==> src/rtl/flick_pkg.sv <==
// rtl/flick_pkg.sv - shared types and defaults for the flick conditioner
// Purpose: FSM state encoding, default timing constants and counter sizing helper.
// Ports: none (package).
package flick_pkg;

  typedef enum logic [1:0] {
    IDLE      = 2'd0,
    PRESS_CHK = 2'd1,
    PRESSED   = 2'd2,
    REL_CHK   = 2'd3
  } fsm_state_t;

  localparam int DEFAULT_DEBOUNCE_CYCLES = 16;
  localparam int DEFAULT_HOLD_CYCLES     = 8;

  // Wide enough to hold the larger of the two terminal counts without wrapping.
  function automatic int cnt_width(input int a, input int b);
    return $clog2(((a > b) ? a : b) + 1);
  endfunction

endpackage

==> src/rtl/flick_conditioner_sync.sv <==
// rtl/flick_conditioner_sync.sv - multi-flop synchroniser for one asynchronous pin
// Purpose: reusable STAGES-deep synchroniser; the chain resets to RST_VAL.
// Ports:
//   clk  in  1  sampling clock
//   rst  in  1  synchronous, active-high reset
//   d    in  1  asynchronous input
//   q    out 1  synchronised output
module bit_synchronizer #(
  parameter int   STAGES  = 2,
  parameter logic RST_VAL = 1'b0
) (
  input  logic clk,
  input  logic rst,
  input  logic d,
  output logic q
);

  logic [STAGES-1:0] chain;

  always_ff @(posedge clk) begin
    if (rst) begin
      chain <= {STAGES{RST_VAL}};
    end else begin
      chain <= {chain[STAGES-2:0], d};
    end
  end

  assign q = chain[STAGES-1];

endmodule

==> src/rtl/flick_conditioner.sv <==
// rtl/flick_conditioner.sv - debounces and stretches the push-button into the flasher's flick level
// Purpose: synchronise btn_raw, debounce press and release, hold flick for a minimum time.
// Ports:
//   clk          in  1  system clock (shared with the flasher)
//   rst          in  1  synchronous, active-high reset
//   btn_raw      in  1  asynchronous raw button pin
//   flick        out 1  debounced, stretched press level
//   flick_pulse  out 1  one-cycle strobe on the first cycle flick rises
//   busy         out 1  high whenever the FSM is not idle
module flick_conditioner
  import flick_pkg::*;
#(
  parameter int SYNC_STAGES     = 2,
  parameter int DEBOUNCE_CYCLES = DEFAULT_DEBOUNCE_CYCLES,
  parameter int HOLD_CYCLES     = DEFAULT_HOLD_CYCLES,
  parameter bit BTN_ACTIVE_LOW  = 1'b1
) (
  input  logic clk,
  input  logic rst,
  input  logic btn_raw,
  output logic flick,
  output logic flick_pulse,
  output logic busy
);

  localparam int CW = cnt_width(DEBOUNCE_CYCLES, HOLD_CYCLES);
  localparam logic [CW-1:0] DEB_LAST  = CW'(DEBOUNCE_CYCLES - 1);
  localparam logic [CW-1:0] HOLD_LAST = CW'(HOLD_CYCLES - 1);
  // Chain resets to the electrical "not pressed" level so reset never looks like a press.
  localparam logic IDLE_LVL = BTN_ACTIVE_LOW ? 1'b1 : 1'b0;

  logic sync_q;
  logic pin;

  fsm_state_t    state, state_nxt;
  logic [CW-1:0] dcnt, dcnt_nxt;
  logic [CW-1:0] hcnt, hcnt_nxt;

  bit_synchronizer #(
    .STAGES (SYNC_STAGES),
    .RST_VAL(IDLE_LVL)
  ) u_sync (
    .clk(clk),
    .rst(rst),
    .d  (btn_raw),
    .q  (sync_q)
  );

  assign pin = BTN_ACTIVE_LOW ? ~sync_q : sync_q;

  always_comb begin
    state_nxt = state;
    dcnt_nxt  = dcnt;
    hcnt_nxt  = hcnt;
    case (state)
      IDLE: begin
        if (pin) begin
          state_nxt = PRESS_CHK;
          dcnt_nxt  = '0;
        end
      end
      PRESS_CHK: begin
        if (!pin) begin
          state_nxt = IDLE;
        end else if (dcnt == DEB_LAST) begin
          state_nxt = PRESSED;
          hcnt_nxt  = '0;
        end else begin
          dcnt_nxt = dcnt + 1'b1;
        end
      end
      PRESSED: begin
        // Hold is honoured even if the button was already released.
        if (!pin && hcnt == HOLD_LAST) begin
          state_nxt = REL_CHK;
          dcnt_nxt  = '0;
        end else if (hcnt != HOLD_LAST) begin
          hcnt_nxt = hcnt + 1'b1;
        end
      end
      REL_CHK: begin
        // A bounce back to pressed keeps hcnt saturated, so the next release check starts at once.
        if (pin) begin
          state_nxt = PRESSED;
        end else if (dcnt == DEB_LAST) begin
          state_nxt = IDLE;
        end else begin
          dcnt_nxt = dcnt + 1'b1;
        end
      end
      default: begin
        state_nxt = IDLE;
        dcnt_nxt  = '0;
        hcnt_nxt  = '0;
      end
    endcase
  end

  always_ff @(posedge clk) begin
    if (rst) begin
      state       <= IDLE;
      dcnt        <= '0;
      hcnt        <= '0;
      flick       <= 1'b0;
      flick_pulse <= 1'b0;
      busy        <= 1'b0;
    end else begin
      state       <= state_nxt;
      dcnt        <= dcnt_nxt;
      hcnt        <= hcnt_nxt;
      flick       <= (state_nxt == PRESSED) || (state_nxt == REL_CHK);
      flick_pulse <= (state == PRESS_CHK) && (state_nxt == PRESSED);
      busy        <= (state_nxt != IDLE);
    end
  end

endmodule

==> config.mk <==
export PLATFORM = sky130hd
export DESIGN_NAME = flick_conditioner
export DESIGN_NICKNAME = d
export VERILOG_FILES = /design/src/rtl/flick_pkg.sv /design/src/rtl/flick_conditioner_sync.sv /design/src/rtl/flick_conditioner.sv
export SDC_FILE = /design/constraint.sdc
export NUM_CORES = 1
export LEC_CHECK = 0
export CAP_MARGIN = 10
export CELL_PAD_IN_SITES_DETAIL_PLACEMENT = 1
export CELL_PAD_IN_SITES_GLOBAL_PLACEMENT = 2
export CORE_MARGIN = 1
export CORE_UTILIZATION = 30
export DETAILED_ROUTE_END_ITERATION = 10
export GPL_ROUTABILITY_DRIVEN = 0
export MAX_ROUTING_LAYER = met4
export PLACE_DENSITY_LB_ADDON = 0.1
export SYNTH_ARGS = -nofsm -noshare
export SYNTH_HDL_FRONTEND = slang
export SYNTH_SLANG_ARGS = --single-unit
export TNS_END_PERCENT = 1
==> constraint.sdc <==
create_clock -name clk -period 1.72 [get_ports clk]
set_input_delay 0.344 -clock clk [delete_from_list [all_inputs] [get_ports clk]]
set_output_delay 0.344 -clock clk [all_outputs]
set_load 0.005 [all_outputs]
==> reports/metrics.csv <==
metric;value;unit
outcome;finished, final reports clean;
diodes;0;
tightest_slew;0.3873;ns
grt_overflow;0;
hold_ws;0.4223;ns
design.core.area;2545;µm²
final_nets;123;
synth_flop_cell;dfxtp_1;
yosys.cell_types.count;33;
dr.pass1.iters;4;
tns;0;ns
crit_required;1.96;ns
die-area;2997;µm²
yosysMostFrequentCell;dfxtp_1;
critPathSlowestCell;or3b_1;
worstPathCellList;ha_2, and3_4, ha_4, nand2_2, o211ai_4, or3b_1, a21oi_1;
fin_worst_skew;0.002439;ns
yosysSeqAreaShare;40.78;%
hold_path.class;reg -> reg;
grt_start_max_net_pins;17;
met1_length;984;µm
slew_headroom;74.13;%
synthTopCellsByArea;dfxtp_1 (41%), a21oi_1 (6.6%), ha_1 (6.0%), nor2_1 (4.9%), nand2b_1 (3.0%);
vias_per_cell;5.248;
grt_use_total;17.53;%
critPathArrivalTime;1.87;ns
clockBufferDepth;2;
worstSkewPairLatency;0.30;ns
cts_buffers;3;
syn_area_per_cell;8.693;µm²
ant_nets;0;
hold_violations;0;
synth_warnings;0;
top_layer_used;met4;
ir_drop;445.3;µV
max_freq;0.6147;GHz
yosys.area.top_type;dfxtp_1;
row_count;18;
path_clk_slew;0.10;ns
syn_inst;96;
fin_crit_sh;94.58;%
cts_sinks;17;
drive_gt1_share;26.09;%
antenna_found_initial;0;
synth-seq-cells;17;
cts_hold_buf;0;
area_delta_synth_final;30.13;%
fp.dieW;54.75;µm
wl_per_cell;14.14;µm
grt_pass1_wl;3.519;mm
syn_nets;103;
io_pins;6;
critPathMaxFanout;5;
cts_root_buf;clkbuf_4;
rsz0062_at_grt;false;
postRouteWirelength;2.051;mm
grt_pass1_vias;763;
start_kind;register;
dp_hpwl;1.480;mm
fin_crit;1.627;ns
timing.max_cap.violations;0;
cts_max_level;1;
wl_met2;966;µm
syn-cell-area;834.6;µm²
port_buffers;5;
setup.worst_path.class;reg -> reg;
vias;761;
drtIter0Drc;5;
yosysTopAreaCellShare;40.78;%
end_kind;register;
synthArstFlopShare;0;%
setup-violations-final;0;
synth-edff-count;0;
cts_tree;built;
p_leak;0.3922;nW
slew_viol_final;0;
die_h;54.75;µm
powerDensity;599.7;nW/µm²
dr_wl_met3;68;µm
drc;0;
cpPeakStageDelay;0.37;ns
start_util;32.79;%
ys_top_cells_by_count;dfxtp_1 (17), a21oi_1 (11), nor2_1 (11);
==> repair_timing <==
action | 4_1_cts | 5_1_grt
pin swaps | 0 | 3
gates resized for setup | 3 | 9
setup buffers | 0 | 1
setup endpoints to repair | 2 | 11
==> worst max-delay path: cells and delay by family, from the launching register on <==
kind / cells / cell delay [ns]
AO/OA/AOI/OAI: 2 / 0.23
flip-flops: 1 / 0.33
adder cells (fa/ha/maj): 2 / 0.35
AND/OR/NAND/NOR: 3 / 0.65
==> worst paths after layout <==
kind	start	end	slack [ns]	cells past startpoint
min	u_sync.chain[0]	u_sync.chain[1]	0.42	1
max	dcnt[0]	dcnt[4]	0.09	7
max reg2reg	dcnt[0]	dcnt[4]	0.09	7
min reg2reg	u_sync.chain[0]	u_sync.chain[1]	0.42	1
==> layout make-up <==
class | count | area (µm²)
inverters | 4 | 15.01
multi-input cells | 71 | 509.2
repair buffers | 19 | 155.1
clock buffers | 4 | 26.28
fillers | 302 | 1459
well taps | 30 | 37.54
flip-flops and latches | 17 | 342.8
==> logic make-up (layout without fill, tap and decap cells) <==
kind of cell	Yosys count	after routing	share of synthesized area, %
AND/OR/NAND/NOR	39	39	26.09
AO/OA/AOI/OAI	27	27	21.29
XOR/XNOR	1	1	1.950
buffers and inverters	8	27	3.898
adder cells (fa/ha/maj)	4	4	5.997
flip-flops	17	17	40.78
==> layer usage <==
layer | vias up | global-route usage (%)
met5 | - | -
li1 | 378 | -
met3 | 4 | 5.833
met2 | 10 | 27.11
met4 | 0 | 5.128
met1 | 369 | 21.38
==> power by group <==
part           internal (mW)  leakage, nW  total, mW  switching (mW)
Combinational         0.0158        0.239     0.0297          0.0139
Clock                 0.0905       0.0150      0.220           0.130
Sequential             0.397        0.139      0.401         0.00417
Total                  0.503        0.392      0.651           0.148
==> stage by stage <==
stage	power, mW	cells	setup WS, ns	util (%)	instance area [µm²]
global placement	0.4388	140	0.04230	39.38	1002
detailed placement	0.4392	140	0.004688	39.38	1002
global route	0.6837	145	0.01385	42.67	1086
finish	0.6513	145	0.09323	42.67	1086
floorplan	0.4237	96	0.03967	-	834.6
CTS	0.6671	144	0.002936	40.86	1040
==> state kept, by name, summed over array words and instances (netlist names) <==
register,cells
dcnt,5
flick,1
flick_pulse,1
busy,1
u_sync.chain,2
state,2
hcnt,5
==> cells in the final DEF (no fill, tap or decap), types with 2 or more instances in the layout <==
cell type and count:
nor2_1 10, clkdlybuf4s50_1 5, inv_1 4, or2_1 3, clkbuf_4 3, buf_4 14, nand3_1 3, ha_4 2
a211oi_1 2, dfxtp_1 15, o21ai_1 5, nor3_1 2, nand2b_1 4, o21ai_0 2, nand2_1 5, a21oi_1 10
dfxtp_2 2
Power figures use the tool's default switching activity.
